[src/rtl/sram_port_arbiter_if.sv]
// sram_port_arbiter_if: request/grant/read-data bus for three pixel clients; master = clients, slave = arbiter
interface sram_port_arbiter_if #(
  parameter int X_MAX = 5,
  parameter int Y_MAX = 5,
  parameter int DATA_W = 8
);
  localparam int XW = $clog2(X_MAX) + 1;
  localparam int YW = $clog2(Y_MAX) + 1;
  logic [2:0] req_valid;
  logic [2:0] req_we;
  logic [2:0] req_lock;
  logic [3*XW-1:0] req_x;
  logic [3*YW-1:0] req_y;
  logic [3*DATA_W-1:0] req_wdata;
  logic [2:0] req_grant;
  logic [2:0] rvalid;
  logic [DATA_W-1:0] rdata;
  modport master (
    output req_valid, req_we, req_lock, req_x, req_y, req_wdata,
    input req_grant, rvalid, rdata
  );
  modport slave (
    input req_valid, req_we, req_lock, req_x, req_y, req_wdata,
    output req_grant, rvalid, rdata
  );
endinterface

[src/rtl/sram_port_arbiter.sv]
// sram_port_arbiter: round-robin single-port SRAM arbiter with locked bursts and (x,y)->linear addressing; ports clk/rst, bus (client requests, grants, tagged read data), sram_* (SRAM command and read data), clr_err/oob_err (sticky out-of-range flag)
module sram_port_arbiter #(
  parameter int X_MAX = 5,
  parameter int Y_MAX = 5,
  parameter int DATA_W = 8,
  parameter int BURST_MAX = 16,
  localparam int XW = $clog2(X_MAX) + 1,
  localparam int YW = $clog2(Y_MAX) + 1,
  localparam int AW = $clog2(X_MAX * Y_MAX)
) (
  input  logic clk,
  input  logic rst,
  sram_port_arbiter_if.slave bus,
  output logic sram_en,
  output logic sram_we,
  output logic [AW-1:0] sram_addr,
  output logic [DATA_W-1:0] sram_wdata,
  input  logic [DATA_W-1:0] sram_rdata,
  input  logic clr_err,
  output logic oob_err
);
  localparam int CW = $clog2(BURST_MAX + 1);
  localparam logic [CW-1:0] BM1 = CW'(BURST_MAX - 1);
  localparam logic [XW-1:0] XM = XW'(X_MAX);
  localparam logic [YW-1:0] YM = YW'(Y_MAX);
  typedef enum logic {IDLE, OWNED} state_t;
  state_t state;
  logic [1:0] last, win, p0, p1;
  logic [CW-1:0] burst_cnt;
  logic [2:0] grant, rvalid, others;
  logic lock_q, cmd_we, cmd_oob, rd_zero, keep, oob, we, lock;
  logic [XW-1:0] x;
  logic [YW-1:0] y;
  logic [DATA_W-1:0] wdata;
  always_comb begin
    p0 = last == 2'd2 ? 2'd0 : last + 2'd1;
    p1 = p0 == 2'd2 ? 2'd0 : p0 + 2'd1;
    others = bus.req_valid & ~(3'b001 << last);
    // the locked owner keeps the port unless its burst is spent and someone else is waiting
    keep = state == OWNED && lock_q && bus.req_valid[last] && (burst_cnt != BM1 || others == 3'b000);
    win = keep ? last : bus.req_valid[p0] ? p0 : bus.req_valid[p1] ? p1 : last;
    x = '0;
    y = '0;
    wdata = '0;
    we = 1'b0;
    lock = 1'b0;
    for (int i = 0; i < 3; i++)
      if (win == 2'(i)) begin
        x = bus.req_x[i*XW +: XW];
        y = bus.req_y[i*YW +: YW];
        wdata = bus.req_wdata[i*DATA_W +: DATA_W];
        we = bus.req_we[i];
        lock = bus.req_lock[i];
      end
    oob = x >= XM || y >= YM;
  end
  always_ff @(posedge clk) begin
    if (rst) begin
      state <= IDLE;
      last <= 2'd2;
      burst_cnt <= '0;
      lock_q <= 1'b0;
      cmd_we <= 1'b0;
      cmd_oob <= 1'b0;
      rd_zero <= 1'b0;
      grant <= '0;
      rvalid <= '0;
      sram_en <= 1'b0;
      sram_we <= 1'b0;
      sram_addr <= '0;
      sram_wdata <= '0;
      oob_err <= 1'b0;
    end else begin
      rvalid <= cmd_we ? 3'b000 : grant;
      rd_zero <= cmd_oob;
      oob_err <= (|bus.req_valid && oob) || (oob_err && !clr_err);
      if (|bus.req_valid) begin
        state <= OWNED;
        last <= win;
        burst_cnt <= keep && burst_cnt != BM1 ? burst_cnt + 1'b1 : '0;
        grant <= 3'b001 << win;
        lock_q <= lock;
        cmd_we <= we;
        cmd_oob <= oob;
        sram_en <= !oob;
        sram_we <= we && !oob;
        sram_addr <= AW'(y) * AW'(X_MAX) + AW'(x);
        sram_wdata <= wdata;
      end else begin
        state <= IDLE;
        burst_cnt <= '0;
        grant <= '0;
        lock_q <= 1'b0;
        cmd_we <= 1'b0;
        cmd_oob <= 1'b0;
        sram_en <= 1'b0;
        sram_we <= 1'b0;
      end
    end
  end
  assign bus.req_grant = grant;
  assign bus.rvalid = rvalid;
  // out-of-range reads answer with zero instead of whatever the idle SRAM drives
  assign bus.rdata = |rvalid && !rd_zero ? sram_rdata : '0;
endmodule

[src/flat_wrapper.sv]
// flat-port wrapper written by rule: the top's interface ports become plain ports
module sram_port_arbiter_flat 
#(
  parameter int X_MAX = 5,
  parameter int Y_MAX = 5,
  parameter int DATA_W = 8,
  parameter int BURST_MAX = 16,
  localparam int XW = $clog2(X_MAX) + 1,
  localparam int YW = $clog2(Y_MAX) + 1,
  localparam int AW = $clog2(X_MAX * Y_MAX)
)
  (clk, rst, sram_en, sram_we, sram_addr, sram_wdata, sram_rdata, clr_err, oob_err, bus_req_valid, bus_req_we, bus_req_lock, bus_req_x, bus_req_y, bus_req_wdata, bus_req_grant, bus_rvalid, bus_rdata);
  sram_port_arbiter_if #(.X_MAX(X_MAX), .Y_MAX(Y_MAX), .DATA_W(DATA_W)) bus_i ();
  input  logic clk;
  input  logic rst;
  output logic sram_en;
  output logic sram_we;
  output logic [AW-1:0] sram_addr;
  output logic [DATA_W-1:0] sram_wdata;
  input  logic [DATA_W-1:0] sram_rdata;
  input  logic clr_err;
  output logic oob_err;
  input wire logic [$bits(bus_i.req_valid)-1:0] bus_req_valid;
  input wire logic [$bits(bus_i.req_we)-1:0] bus_req_we;
  input wire logic [$bits(bus_i.req_lock)-1:0] bus_req_lock;
  input wire logic [$bits(bus_i.req_x)-1:0] bus_req_x;
  input wire logic [$bits(bus_i.req_y)-1:0] bus_req_y;
  input wire logic [$bits(bus_i.req_wdata)-1:0] bus_req_wdata;
  output wire logic [$bits(bus_i.req_grant)-1:0] bus_req_grant;
  output wire logic [$bits(bus_i.rvalid)-1:0] bus_rvalid;
  output wire logic [$bits(bus_i.rdata)-1:0] bus_rdata;
  assign bus_i.req_valid = bus_req_valid;
  assign bus_i.req_we = bus_req_we;
  assign bus_i.req_lock = bus_req_lock;
  assign bus_i.req_x = bus_req_x;
  assign bus_i.req_y = bus_req_y;
  assign bus_i.req_wdata = bus_req_wdata;
  assign bus_req_grant = bus_i.req_grant;
  assign bus_rvalid = bus_i.rvalid;
  assign bus_rdata = bus_i.rdata;
  sram_port_arbiter #(.X_MAX(X_MAX), .Y_MAX(Y_MAX), .DATA_W(DATA_W), .BURST_MAX(BURST_MAX)) u_core (.clk(clk), .rst(rst), .bus(bus_i), .sram_en(sram_en), .sram_we(sram_we), .sram_addr(sram_addr), .sram_wdata(sram_wdata), .sram_rdata(sram_rdata), .clr_err(clr_err), .oob_err(oob_err));
endmodule
[config.mk]
export PLATFORM = sky130hd
export DESIGN_NAME = sram_port_arbiter_flat
export DESIGN_NICKNAME = d
export VERILOG_FILES = /design/src/rtl/sram_port_arbiter_if.sv /design/src/rtl/sram_port_arbiter.sv /design/src/flat_wrapper.sv
export SDC_FILE = /design/constraint.sdc
export NUM_CORES = 1
export LEC_CHECK = 0
export ABC_CLOCK_PERIOD_IN_PS = 6000
export BUFFER_PORTS_ARGS = -buffer_cell sky130_fd_sc_hd__buf_4
export CORE_MARGIN = 10
export CORE_UTILIZATION = 47
export DETAILED_ROUTE_END_ITERATION = 7
export HOLD_SLACK_MARGIN = 0.03
export PLACE_DENSITY = 0.89
export SYNTH_ARGS = -nofsm -noshare
export SYNTH_HDL_FRONTEND = slang
export SYNTH_SLANG_ARGS = --single-unit
[constraint.sdc]
create_clock -name clk -period 6 [get_ports clk]
set_input_delay 0.3 -clock clk [delete_from_list [all_inputs] [get_ports clk]]
set_output_delay 0.3 -clock clk [all_outputs]
set_load 0.03 [all_outputs]
==> summary by stage, run 1 <==
Final layout
The diode insertion count for antenna repair is 0. The area growth from synthesis to final layout is 41.5%. At the end of the flow, the number of nets in the layout was 402. The most common library cell in the layout ignoring fill and taps is sky130_fd_sc_hd__buf_4. In the layout the commonest cells are sky130_fd_sc_hd__buf_4, sky130_fd_sc_hd__dfxtp_1, sky130_fd_sc_hd__nor2_1. The non-filler instance count after layout is around 380. The number of fillers in the final layout is 371. The fraction of layout cells with a size suffix above 1 is ~41%.

Power
Power spread over the standard cell area amounts to between 300 and 400 mW/mm2. The cell internal power dissipation is around 0.60 mW. The analysis attributes to cell leakage a power of approximately 1.4 nW. The maximum ir drop on the vdd rail is about 180 uV. The sequential power share is 30.4%. Net switching is about a third of the power.

The switching component of the power is slightly above 0.3 mW. The share of power burned in combinational logic is between 40% and 50%. In this run, the clock network consumes 27.7% of the power.

Route
After detailed routing, the number of remaining DRC violations is 0. The detail route stage leaves a number of antenna-violating nets equal to 0. The number of iterations in the first detailed-routing pass is 4. The number of DRC violations after detailed-routing iteration 0 is 75.

Using the TritonRoute via totals, the vias-per-cell ratio works out to roughly 5.5. The average routed wire per standard cell is 16.6 um. The routed wire length is around 6.2 mm. The detailed-route via count is ~2100.

Setup path
The worst setup path is captured at a flip-flop. The type of origin of the critical path is a flip-flop. The slack of the worst reg-to-reg path is between 1 and 1.5 ns. STA puts the critical path data required time at approximately 6 ns. Measured in cells, the most critical reg-to-reg path has a length of 15.

The maximum fanout along the worst path is 20. By instance count, the cell type seen most on the critical path is sky130_fd_sc_hd__ha_1. The kind of critical path is reg -> reg.

The worst register-to-register path ends at u_core.sram_addr[4]. Broken down by cell family, the worst path's largest delay share belongs to compound AO/OA/AOI/OAI gates. The launching element of the worst setup path is u_core.last[0]. The signal on the critical path passes through or4b_4, a221oi_4, a211o_1, and3_1, nor3_2, buf_4, a211o_4, ha_1, ha_1, ha_1, a21o_1, a21oi_1, xnor2_1, xnor2_1, a211oi_1. The worst register-to-register path begins at u_core.last[0].

The highest cell delay on the worst timing path is 0.67 ns. The largest individual stage delay along the critical path comes from the cell sky130_fd_sc_hd__and3_1. Together, buffers and inverters on the worst path number 1. For the worst setup path, the data arrival time is around 4.9 ns.

STA
For this run, the top clock speed supported by timing is ~0.21 GHz. The setup-violating endpoint count in the final report is 0. The number of pins exceeding their max-slew limit in the final report is 0. Of the available clock period, the critical path in the final layout requires between 70 and 80%. The post-route clock skew is between 0.01 and 0.015 ns.

The summed negative setup slack over all endpoints is 0 ns. The minimum clock period after layout is 4.78 ns. For the pin with the worst max-slew slack, the measured transition is a little under 0.8 ns. The number of hold violations in the final report is 0. The worst pin sits at a relative slew slack of 48.8%. Setup repair after global routing left no endpoint under its margin.

CTS
TritonCTS created 5 clock buffers. The clock drives 34 sinks. The clock reaches the later pin of the worst-skew pair after about 0.28 ns. The post-cts repair resize count is 0.

The number of buffers inserted by post-CTS setup repair is 0. Clock tree synthesis selected as its root buffer the cell sky130_fd_sc_hd__clkbuf_8. TritonCTS built the clock tree. The maximum clock insertion buffer count is 2. The number of hold-repair buffers added at the cts stage is 0. The H-tree generated during clock tree synthesis spans 2 levels. The clock-pin slew on the worst setup and hold paths is about 0.070 ns.

Synth
The dominant combinational cell family by area after synthesis is simple AND/OR/NAND/NOR gates. The average cell area after synthesis is roughly 9 um2. The count of unique library cells instantiated by Yosys is 50.

Summing the areas of all compound-gate instances in the mapped netlist gives 20.0% of the synthesized area. The cell area after synthesis is ~0.0021 mm2. The post-synthesis mux area share is 9.29%. The largest total area in the synthesized netlist belongs to sky130_fd_sc_hd__dfxtp_1. Synthesis handed over a netlist of 230 instances.

For this run, asynchronously set or reset flops after synthesis account for 0%. In this run the biggest area consumer among cell types represents 32.6% of the synthesized area. The area share of xor/xnor cells in the synthesized design is around 2.5%. The post-synthesis net count is between 300 and 400.

The part of the Yosys area used for sequential elements is between 30% and 40%. Yosys mapped a number of flops with a built-in enable equal to 0. For this run, the number of Yosys warnings is 0. Synthesis inferred 34 register bits.

The dominant register cell in the synthesized netlist is sky130_fd_sc_hd__dfxtp_1. After synthesis, the cell types taking the most area are sky130_fd_sc_hd__dfxtp_1, sky130_fd_sc_hd__ha_1, sky130_fd_sc_hd__mux2_2. Summing the areas of all and, or, nand and nor instances in the mapped netlist gives approximately 23% of the synthesized area.

The synthesized-area fraction occupied by adder cells is under 10%.

Status
The flow ran to the end, and the final reports show no timing, DRC or antenna violations.

Min path
For hold timing, the worst endpoint is u_core.oob_err. The worst hold path class is in -> reg. The startpoint identified for the worst hold timing path is clr_err. The number of instances on the worst hold path is 2.

Global routing
The global-route wire length before repair is between 10 and 15 mm. The global-route usage over all layers is around 17%. After global routing the overflow that remains totals 0.

The via count of the first global-routing pass is approximately 2200. Entering global routing, the biggest net connects 28 pins. The number of antenna violations at the first check in global routing came to 0.

Floorplan
The floorplan step defined a die boundary enclosing 0.00751 mm2. In this run the standard cell core region covers between 0.004 and 0.005 mm2. The die extent in x is about 87 um.

The number of primary I/O pins is 98. The starting density of the core is approximately half. The vertical die dimension is ~87 um.

The site row count is 24.

Place
The placed wire-length estimate after detailed placement is 5.23 mm. The count of buffers from port buffering is between 90 and 100. The number of cells in the design after placement is 367. The placer's final routability congestion estimate is slightly below 1.

Flow run
The number of maximum-capacitance violations is 0.
[stage by stage]
step                total power, mW  util [%]  setup slack [ns]  hold WS [ns]  instance area [um2]
finish                        0.903      68.3              1.22         0.215                 2950
global route                  0.958      68.3             0.903         0.212                 2950
CTS                           0.913      68.3              1.23         0.211                 2950
detailed placement            0.660      65.1              1.24         0.422                 2820
global placement              0.644      65.1              1.44         0.420                 2820
floorplan                     0.536         -              1.76         0.404                 2090
[how the worst max path moves through the flow]
stage	depth (start not counted)	end
detailed placement	18	u_core.sram_addr[4]
finish	15	u_core.sram_addr[4]
floorplan	19	u_core.sram_addr[4]
global route	18	u_core.sram_addr[4]
global placement	18	u_core.sram_addr[4]
CTS	18	u_core.sram_addr[4]
[per-layer routing]
metal	track usage [%]	share of wire [%]	wire length, um
met1	18.8	41	2530
met2	27.3	48	2980
met3	5.16	8.8	547
met4	8.10	2.9	179
met5	0	0	0
[logic make-up after synthesis]
| family | after synthesis |
|---|---|
| simple gates | 89 |
| compound gates | 52 |
| flops | 34 |
| buf+inv | 19 |
| mux | 18 |
| fa+ha+maj | 12 |
| xor+xnor | 6 |
[registers in the layout, summed over array words and instances (netlist names)]
name                  count
u_core.sram_wdata         8
u_core.burst_cnt          5
u_core.sram_addr          5
u_core.bus.req_grant      3
u_core.bus.rvalid         3
u_core.last               2
u_core.cmd_oob            1
u_core.cmd_we             1
u_core.lock_q             1
u_core.oob_err            1
u_core.rd_zero            1
u_core.sram_en            1
u_core.sram_we            1
u_core.state              1
[worst reg2reg max path, stage by stage (launching register included)]
cell	delay [ns]
sky130_fd_sc_hd__dfxtp_1	0.58
sky130_fd_sc_hd__or4b_4	0.54
sky130_fd_sc_hd__a221oi_4	0.37
sky130_fd_sc_hd__a211o_1	0.22
sky130_fd_sc_hd__and3_1	0.67
sky130_fd_sc_hd__nor3_2	0.06
sky130_fd_sc_hd__buf_4	0.22
sky130_fd_sc_hd__a211o_4	0.37
sky130_fd_sc_hd__ha_1	0.29
sky130_fd_sc_hd__ha_1	0.32
sky130_fd_sc_hd__ha_1	0.29
sky130_fd_sc_hd__a21o_1	0.17
sky130_fd_sc_hd__a21oi_1	0.17
sky130_fd_sc_hd__xnor2_1	0.15
sky130_fd_sc_hd__xnor2_1	0.13
sky130_fd_sc_hd__a211oi_1	0.08
[synthesized netlist by cell type, types with 2 or more instances]
| cell type | instances |
|---|---|
| sky130_fd_sc_hd__dfxtp_1 | 34 |
| sky130_fd_sc_hd__nor2_1 | 27 |
| sky130_fd_sc_hd__nand2_1 | 16 |
| sky130_fd_sc_hd__and2_1 | 15 |
| sky130_fd_sc_hd__a211oi_1 | 10 |
| sky130_fd_sc_hd__ha_1 | 10 |
| sky130_fd_sc_hd__mux2_2 | 10 |
| sky130_fd_sc_hd__a22oi_1 | 9 |
| sky130_fd_sc_hd__o21ai_0 | 8 |
| sky130_fd_sc_hd__a21oi_1 | 7 |
| sky130_fd_sc_hd__clkbuf_1 | 7 |
| sky130_fd_sc_hd__mux2i_1 | 7 |
| sky130_fd_sc_hd__and3_1 | 5 |
| sky130_fd_sc_hd__inv_1 | 5 |
| sky130_fd_sc_hd__buf_4 | 4 |
| sky130_fd_sc_hd__nor3_1 | 4 |
| sky130_fd_sc_hd__xnor2_1 | 4 |
| sky130_fd_sc_hd__a31o_2 | 3 |
| sky130_fd_sc_hd__nand2b_1 | 3 |
| sky130_fd_sc_hd__nand3_1 | 3 |
| sky130_fd_sc_hd__nor2b_1 | 3 |
| sky130_fd_sc_hd__or3_1 | 3 |
| sky130_fd_sc_hd__a211o_1 | 2 |
| sky130_fd_sc_hd__fa_1 | 2 |
| sky130_fd_sc_hd__o21a_1 | 2 |
| sky130_fd_sc_hd__o21ai_1 | 2 |
| sky130_fd_sc_hd__xor2_1 | 2 |
[layout make-up]
cell class                 count  area (um2)  area share, %
inverter                       6        22.5          0.762
sequential                    34         681           23.0
timing repair buffer          98         736           24.9
tap                           52        65.1           2.20
clock inverter                 3        68.8           2.33
clock buffer                   5        68.8           2.33
multi-input combinational    177        1310           44.4
[power groups by stage]
| stage | registers (mW) | clock network (mW) | logic, mW |
|---|---|---|---|
| global placement | 0.278 | 0 | 0.366 |
| CTS | 0.274 | 0.256 | 0.382 |
| finish | 0.274 | 0.250 | 0.379 |
| global route | 0.278 | 0.264 | 0.416 |
| detailed placement | 0.280 | 0 | 0.380 |
| floorplan | 0.324 | 0 | 0.212 |
No activity file was read; power rests on OpenSTA's default activity.
==> inputs of run 2 (changes only) <==
Settings changed: ABC_AREA from default to 1, ABC_CLOCK_PERIOD_IN_PS 6000 to 4900, PLACE_DENSITY 0.89 to 0.88.
Clock period 6 ns to 4.9 ns, I/O delays scaled along.
==> summary by stage, run 2 <==
Synth
The area share of the largest cell type after synthesis is 31.4% (-1.2 points). The average cell area after synthesis is 7.05 um2 (-22%). The part of the Yosys area used for sequential elements is 31.4% (-1.2 points).

The gate count after technology mapping is 308 (+34%). The post-synthesis net count is 388 (+25%). The number of storage elements in the synthesis netlist is 34 (unchanged). The proportion of register bits with asynchronous set or reset after synthesis is 0% (unchanged).

The number of synthesis warnings is 0 (unchanged). Ranked by instance count, the synthesized netlist is headed by sky130_fd_sc_hd__nand2_1, sky130_fd_sc_hd__nor2_1, sky130_fd_sc_hd__dfxtp_1. By area the synthesized netlist is led by sky130_fd_sc_hd__dfxtp_1, sky130_fd_sc_hd__nand2_1, sky130_fd_sc_hd__nand3_1.

The count of unique library cells instantiated by Yosys was 31 (-38%). The leading area contributor after synthesis is sky130_fd_sc_hd__dfxtp_1. The cell area after synthesis came to 0.00217 mm2 (+4.0%).

The most frequent cell after synthesis is sky130_fd_sc_hd__nand2_1. The number of flops mapped to enable cells by yosys is 0 (unchanged). For this run, the leading register cell type out of synthesis is sky130_fd_sc_hd__dfxtp_1.

Final layout
The fraction of layout cells with a size suffix above 1 is 35.2% (-5.3 points). The share of the core filled with cells is 67.7% (-0.57 points). The sequential cell area in the final layout is 681 um2 (unchanged). The library cell used most frequently in the layout, excluding fill and tap cells, is sky130_fd_sc_hd__buf_4. The non-filler instance count after layout is 455 (+21%). The total area of multi-input combinational cells came to 0.00124 mm2 (-5.2%). The diode insertion count for antenna repair is 0 (unchanged). The number of nets in the finished design is 482 (+20%).

The number of fillers in the final layout was 399 (+7.5%). The number of flip-flops in the largest register came to 8 (unchanged). The final standard cell area without fillers came to 0.00299 mm2 (+1.2%). The largest registers in the layout are u_core.sram_wdata: 8 flops, u_core.burst_cnt: 5 flops, u_core.sram_addr: 5 flops. The top cell types in the final layout, fill and taps aside, are sky130_fd_sc_hd__buf_4, sky130_fd_sc_hd__nand2_1, sky130_fd_sc_hd__nor2_1.

The area growth from synthesis to final layout is 37.8%. The register name with the most flops is u_core.sram_wdata.

STA
The actual slew at the worst max-slew pin is 0.474 ns (-0.295 ns). The minimum hold slack was 0.193 ns (-0.0215 ns). The achievable frequency was 0.264 GHz (+26%).

The number of pins exceeding their max-slew limit in the final report is 0 (unchanged). The relative max-transition margin was 68.3% (+20 points). The number of hold violations in the final report is 0 (unchanged). The setup-violating endpoint count in the final report is 0 (unchanged). The minimum clock period after layout came to 3.79 ns (-0.988 ns).

The summed negative setup slack over all endpoints was 0 ns (unchanged). The worst setup slack after layout came to 1.11 ns (-0.112 ns). The post-route clock period utilization is 77.3% (-2.3 points). The post-route clock skew is 0.00258 ns (-0.00759 ns). Setup repair after global routing left no endpoint under its margin.

Floorplan
The vertical die dimension came to 88.0 um (+1.5%). The die extent in x was 88.0 um (+1.5%). The starting density of the core is 49.2% (+0.89 points). The placeable core area was 0.00441 mm2 (+2.1%). The site row count was 24 (unchanged). The die outline area is 0.00774 mm2 (+3.0%). The number of primary I/O pins is 98 (unchanged).

Route
The via-per-instance ratio is 4.94 (-10%). The number of iterations in the first detailed-routing pass is 4 (unchanged). The residual antenna-violating net count after detailed routing is 0 (unchanged). The number of DRC violations after detailed-routing iteration 0 is 102 (+36%). The routed wire length is 6.58 mm (+5.6%). The detailed-route via count is 2249 (+9.2%).

The average routed wire per standard cell came to 14.5 um (-13%). The remaining routing DRC violations came to 0 (unchanged).

Flow run
The number of maximum-capacitance violations is 0 (unchanged).

Global routing
The largest net degree at the start of global routing is 18 (-36%). The global-route wire length before repair was 10.5 mm (+2.4%). The global-route usage over all layers was 16.8% (+0.32 points). The aggregate global routing overflow is 0 (unchanged). The number of antenna violations at the first check in global routing came to 0 (unchanged).

The via count of the first global-routing pass is 2287 (+5.5%).

Min path
In this run the worst hold path is classified as in -> reg. The number of instances on the worst hold path came to 2 (unchanged). The startpoint of the tightest hold check path is rst.

The worst hold path endpoint is u_core.rd_zero.

Setup path
The worst setup path is of the reg -> reg kind. The type of origin of the critical path is a flip-flop. The worst register-to-register path begins at u_core.burst_cnt[0].

The cell type of the slowest stage on the worst timing path is sky130_fd_sc_hd__fa_1. The required time reported for the critical path endpoint is 5.09 ns (-1.04 ns). The worst setup path is captured at a flip-flop.

The slack of the worst reg-to-reg path is 1.11 ns (-0.11 ns). The maximum fanout along the worst path is 17 (-15%). Walking the worst path, the cells encountered are ha_1, nand2_1, nor2_1, ha_1, nand2_2, nand2_4, nand2_2, nand2_4, nand2_8, nor2_4, nand2_1, nand3_2, ha_1, fa_1, ha_1, a21oi_1, nand2_1, xor2_1, nor2_1, nor2_1, nand2_1, nand2_1, inv_1. In this run the critical register-to-register path is captured at u_core.sram_addr[4]. The cell count of the worst reg-to-reg path is 23 (+8). The critical path buffer and inverter count is 1 (unchanged).

Counting stages on the worst path, the most repeated cell is sky130_fd_sc_hd__nand2_1. The kind of cell adding the most delay to the critical path is simple AND/OR/NAND/NOR gates. The highest cell delay on the worst timing path came to 0.48 ns (-0.19 ns). The worst path arrival time is 3.98 ns (-0.93 ns).

Place
The number of cells in the design after placement came to 447 (+22%). The placer's final routability congestion estimate was 0.880 (-8.9%). The total cell area at the placement stage is 0.00288 mm2 (+2.3%). The setup slack at placement is 1.17 ns (-0.0763 ns).

The count of buffers from port buffering is 97 (unchanged). The placed wire-length estimate after detailed placement is 5.33 mm (+1.9%).

Power
The total chip power is 1.33 mW (+47%). The power per standard cell area is 444 mW/mm2 (+45%). The total leakage power is 1.59 nW (+15%). The maximum ir drop on the vdd rail is 381 uV (+120%).

CTS
The clock latency on the worst-skew pair came to 0.29 ns (about the same). The number of sinks driven by the clock tree is 34 (unchanged). TritonCTS built the clock tree. The number of buffers created by CTS is 5 (unchanged). The number of buffers inserted by post-CTS setup repair is 0 (unchanged). The number of hold-repair buffers added at the cts stage is 0 (unchanged). The maximum clock insertion buffer count is 2 (unchanged). The clock-pin slew on the worst setup and hold paths came to 0.07 ns (about the same). The post-cts repair resize count is 0 (unchanged).

The cell sitting at the root of the clock tree is a sky130_fd_sc_hd__clkbuf_8. The number of H-tree branching levels is 2 (unchanged).

Status
The run finished with clean final reports.
run 2: final cells by class:
class / instances / area share [%]
timing repair buffer: 98 / 24.6
inverter: 38 / 5.19
multi-input combinational: 225 / 41.6
sequential: 34 / 22.8
tap: 52 / 2.18
clock buffer: 8 / 3.68
run 2: routing by layer:
layer	part of all wire (%)	wire length [um]	GRT usage, %
met4	2.1	136	5.51
met1	38	2480	18.7
met5	0	0	0
met3	9.2	607	6.22
met2	51	3360	29.0
run 2: how the worst max path moves through the flow:
stage                                    from             endpoint  slack [ns]  depth (start not counted)
after floorplan           u_core.burst_cnt[0]  u_core.sram_addr[4]        1.54                         24
after global placement    u_core.burst_cnt[0]  u_core.sram_addr[4]        1.33                         23
after detailed placement  u_core.burst_cnt[0]  u_core.sram_addr[4]        1.17                         23
after CTS                 u_core.burst_cnt[0]  u_core.sram_addr[4]        1.10                         23
after global routing      u_core.burst_cnt[0]  u_core.sram_addr[4]        0.73                         23
final                     u_core.burst_cnt[0]  u_core.sram_addr[4]        1.11                         23
run 2: where the power goes:
| group | leakage [nW] | internal [mW] | switching (mW) |
|---|---|---|---|
| sequential | 0.280 | 0.328 | 0.0311 |
| clock | 0.0575 | 0.142 | 0.0986 |
| combinational | 1.25 | 0.287 | 0.442 |
run 2: logic make-up after synthesis:
logic type	count (synthesis)	share of synthesized area (%)
flip-flops	34	31.4
adder cells (fa/ha/maj)	12	7.61
buffers and inverters	49	11.4
AO/OA/AOI/OAI	30	6.97
XOR/XNOR	4	1.61
AND/OR/NAND/NOR	179	41.1
==> inputs of run 3 (changes only) <==
Settings changed: ABC_AREA 1 to 0, ABC_CLOCK_PERIOD_IN_PS 4900 to 3650, PLACE_DENSITY 0.88 to 0.89.
Clock period 4.9 ns to 3.65 ns, I/O delays scaled along.
==> summary by stage, run 3 (synthesis gave the netlist of run 1 again) <==
Status
The flow ran to the end, but the final reports show violations. The checks that failed: setup timing.

Final layout
The non-filler instance count after layout was 409 (-10%). The most common library cell in the layout ignoring fill and taps is sky130_fd_sc_hd__buf_4. The number of nets in the finished design is 436 (-9.5%). The share of the core filled with cells is 78.2% (+10 points). The library cells used most frequently in the layout, excluding fill and tap cells, are sky130_fd_sc_hd__buf_4, sky130_fd_sc_hd__dfxtp_1, sky130_fd_sc_hd__nor2_1. The largest registers in the layout are u_core.sram_wdata: 8 flops, u_core.burst_cnt: 5 flops, u_core.sram_addr: 5 flops. The number of flip-flops in the largest register is 8 (unchanged).

The fraction of layout cells with a size suffix above 1 came to 53.8% (+19 points). The diode insertion count for antenna repair is 0 (unchanged). The register name with the most flops is u_core.sram_wdata. From synthesis to final layout, the design area changed by 61.8%.

Place
The count of buffers from port buffering came to 97 (unchanged). The number of cells in the design after placement came to 389 (-13%). The placed wire-length estimate after detailed placement was 5.51 mm (+3.4%).

The placer's final routability congestion estimate is 0.923 (+4.9%).

STA
The setup-violating endpoint count in the final report is 3 (+3). The minimum clock period after layout came to 3.95 ns (+0.160 ns). The worst setup slack after layout was -0.298 ns (-1.41 ns).

The number of hold violations in the final report came to 0 (unchanged). The post-route clock skew came to 0.00827 ns (+0.00569 ns). Setup repair after global routing could not meet its margin everywhere. The number of pins exceeding their max-slew limit in the final report is 0 (unchanged).

The post-route clock period utilization is 108% (+31 points). The actual slew at the worst max-slew pin is 0.819 ns (+0.346 ns). The achievable frequency is 0.253 GHz (-4.1%). The relative max-transition margin is 45.4% (-23 points).

Power
The total leakage power is 1.56 nW (-1.8%). The maximum ir drop on the vdd rail is 256 uV (-33%). The power per standard cell area is 496 mW/mm2 (+12%).

CTS
TritonCTS built the clock tree. The number of buffers created by CTS was 5 (unchanged). The maximum clock insertion buffer count is 2 (unchanged).

The clock latency on the worst-skew pair was 0.29 ns (about the same). The number of H-tree branching levels is 2 (unchanged). The clock-pin slew on the worst setup and hold paths is 0.07 ns (about the same). CTS placed an instance of sky130_fd_sc_hd__clkbuf_8 at the clock tree root.

The number of sinks driven by the clock tree is 34 (unchanged).

Route
The routed wire length is 7.60 mm (+15%). The remaining routing DRC violations is 0 (unchanged). The via-per-instance ratio is 5.69 (+15%). The residual antenna-violating net count after detailed routing was 0 (unchanged). The average routed wire per standard cell is 18.6 um (+28%). The number of DRC violations after detailed-routing iteration 0 is 151 (+48%).

The detailed-route via count is 2329 (+3.6%). The number of iterations in the first detailed-routing pass is 4 (unchanged).

Setup path
The maximum fanout along the worst path is 6 (-11). STA classifies the critical path startpoint as a flip-flop. The endpoint class of the critical path is a flip-flop. The slack of the worst reg-to-reg path is -0.30 ns (-1.41 ns). The cell count of the worst reg-to-reg path is 17 (-26%). The worst path arrival time was 4.15 ns (+0.17 ns). The worst register-to-register path begins at u_core.burst_cnt[0].

The required time reported for the critical path endpoint is 3.86 ns (-1.23 ns). The end point of the critical path is u_core.sram_addr[3]. The endpoint of the lowest-slack register-to-register path is u_core.sram_addr[3]. The most critical setup path has its startpoint at u_core.burst_cnt[0]. The critical path in this run is classified as reg -> reg.

Floorplan
The die outline area is 0.00751 mm2 (-2.9%). The site row count came to 24 (unchanged). The number of primary I/O pins is 98 (unchanged).

The die extent in x came to 86.7 um (-1.5%). The vertical die dimension is 86.7 um (-1.5%). The starting density of the core was 48.3% (-0.89 points). The placeable core area was 0.00432 mm2 (-2.0%).

Flow run
The number of maximum-capacitance violations is 0 (unchanged).

Global routing
The global-route usage over all layers was 19.1% (+2.3 points). The via count of the first global-routing pass came to 2510 (+9.8%). The largest net degree at the start of global routing came to 25 (+7). The aggregate global routing overflow is 0 (unchanged). The global-route wire length before repair was 11.9 mm (+13%).

The number of antenna violations at the first check in global routing is 0 (unchanged).

Min path
In this run the worst hold path is classified as in -> reg. The number of instances on the worst hold path is 2 (unchanged).
-- run 3: how the worst min path moves through the flow --
stage | startpoint | slack (ns) | end
floorplan | clr_err | 0.29 | u_core.oob_err
CTS | clr_err | 0.08 | u_core.oob_err
global route | clr_err | 0.09 | u_core.oob_err
global placement | clr_err | 0.38 | u_core.oob_err
detailed placement | clr_err | 0.39 | u_core.oob_err
finish | clr_err | 0.08 | u_core.oob_err
-- run 3: area by class of cell --
| type | instances | area (um2) |
|---|---|---|
| sequential | 34 | 683 |
| clock inverter | 3 | 40.0 |
| tap | 52 | 65.1 |
| timing repair buffer | 132 | 1000 |
| fill | 300 | 945 |
| multi-input combinational | 177 | 1500 |
| inverter | 6 | 22.5 |
| clock buffer | 5 | 68.8 |
-- run 3: critical path, stage by stage (launching register included) --
cell and delay [ns]:
sky130_fd_sc_hd__dfxtp_2 0.34, sky130_fd_sc_hd__ha_4 0.16, sky130_fd_sc_hd__and3_4 0.18, sky130_fd_sc_hd__ha_4 0.15, sky130_fd_sc_hd__and2_4 0.14, sky130_fd_sc_hd__a221oi_4 0.36
sky130_fd_sc_hd__a211o_1 0.24, sky130_fd_sc_hd__and3_4 0.24, sky130_fd_sc_hd__nand2_8 0.07, sky130_fd_sc_hd__mux2i_2 0.17, sky130_fd_sc_hd__o21ai_2 0.23, sky130_fd_sc_hd__ha_4 0.24
sky130_fd_sc_hd__fa_2 0.56, sky130_fd_sc_hd__ha_4 0.21, sky130_fd_sc_hd__buf_4 0.13, sky130_fd_sc_hd__buf_6 0.11, sky130_fd_sc_hd__xnor2_2 0.12, sky130_fd_sc_hd__a211oi_1 0.22
-- run 3: power breakdown --
group / total, mW / leakage, nW / internal, mW / switching (mW)
Combinational: 0.882 / 1.22 / 0.450 / 0.431
Clock: 0.345 / 0.0579 / 0.201 / 0.144
Sequential: 0.449 / 0.281 / 0.423 / 0.0264
Total: 1.68 / 1.56 / 1.07 / 0.602
-- run 3: metrics by stage --
step                      setup WS (ns)  TNS (ns)  instance area [um2]  power [mW]  hold WS, ns
after floorplan                  -0.138    -0.138                 2220       0.939        0.286
after global placement           -0.110    -0.153                 3090        1.18        0.378
after detailed placement         -0.201    -0.303                 3090        1.21        0.390
after CTS                        -0.153    -0.281                 3290        1.62       0.0790
after global routing             -0.438     -1.09                 3380        1.77       0.0948
final                            -0.298    -0.699                 3380        1.68       0.0783
-- run 3: timing repair --
item | CTS | global route
setup endpoints to repair | 3 | 3
hold buffers | 0 | 0
setup buffers | 5 | 7
pin swaps | 11 | 22
resized for setup | 12 | 7
-- run 3: routing by layer --
metal | share of wire, % | GRT usage, % | routed length (um)
met3 | 9.0 | 6.38 | 688
met5 | 0 | 0 | 0
met4 | 3.7 | 8.98 | 284
met2 | 49 | 33.4 | 3750
met1 | 38 | 20.2 | 2880
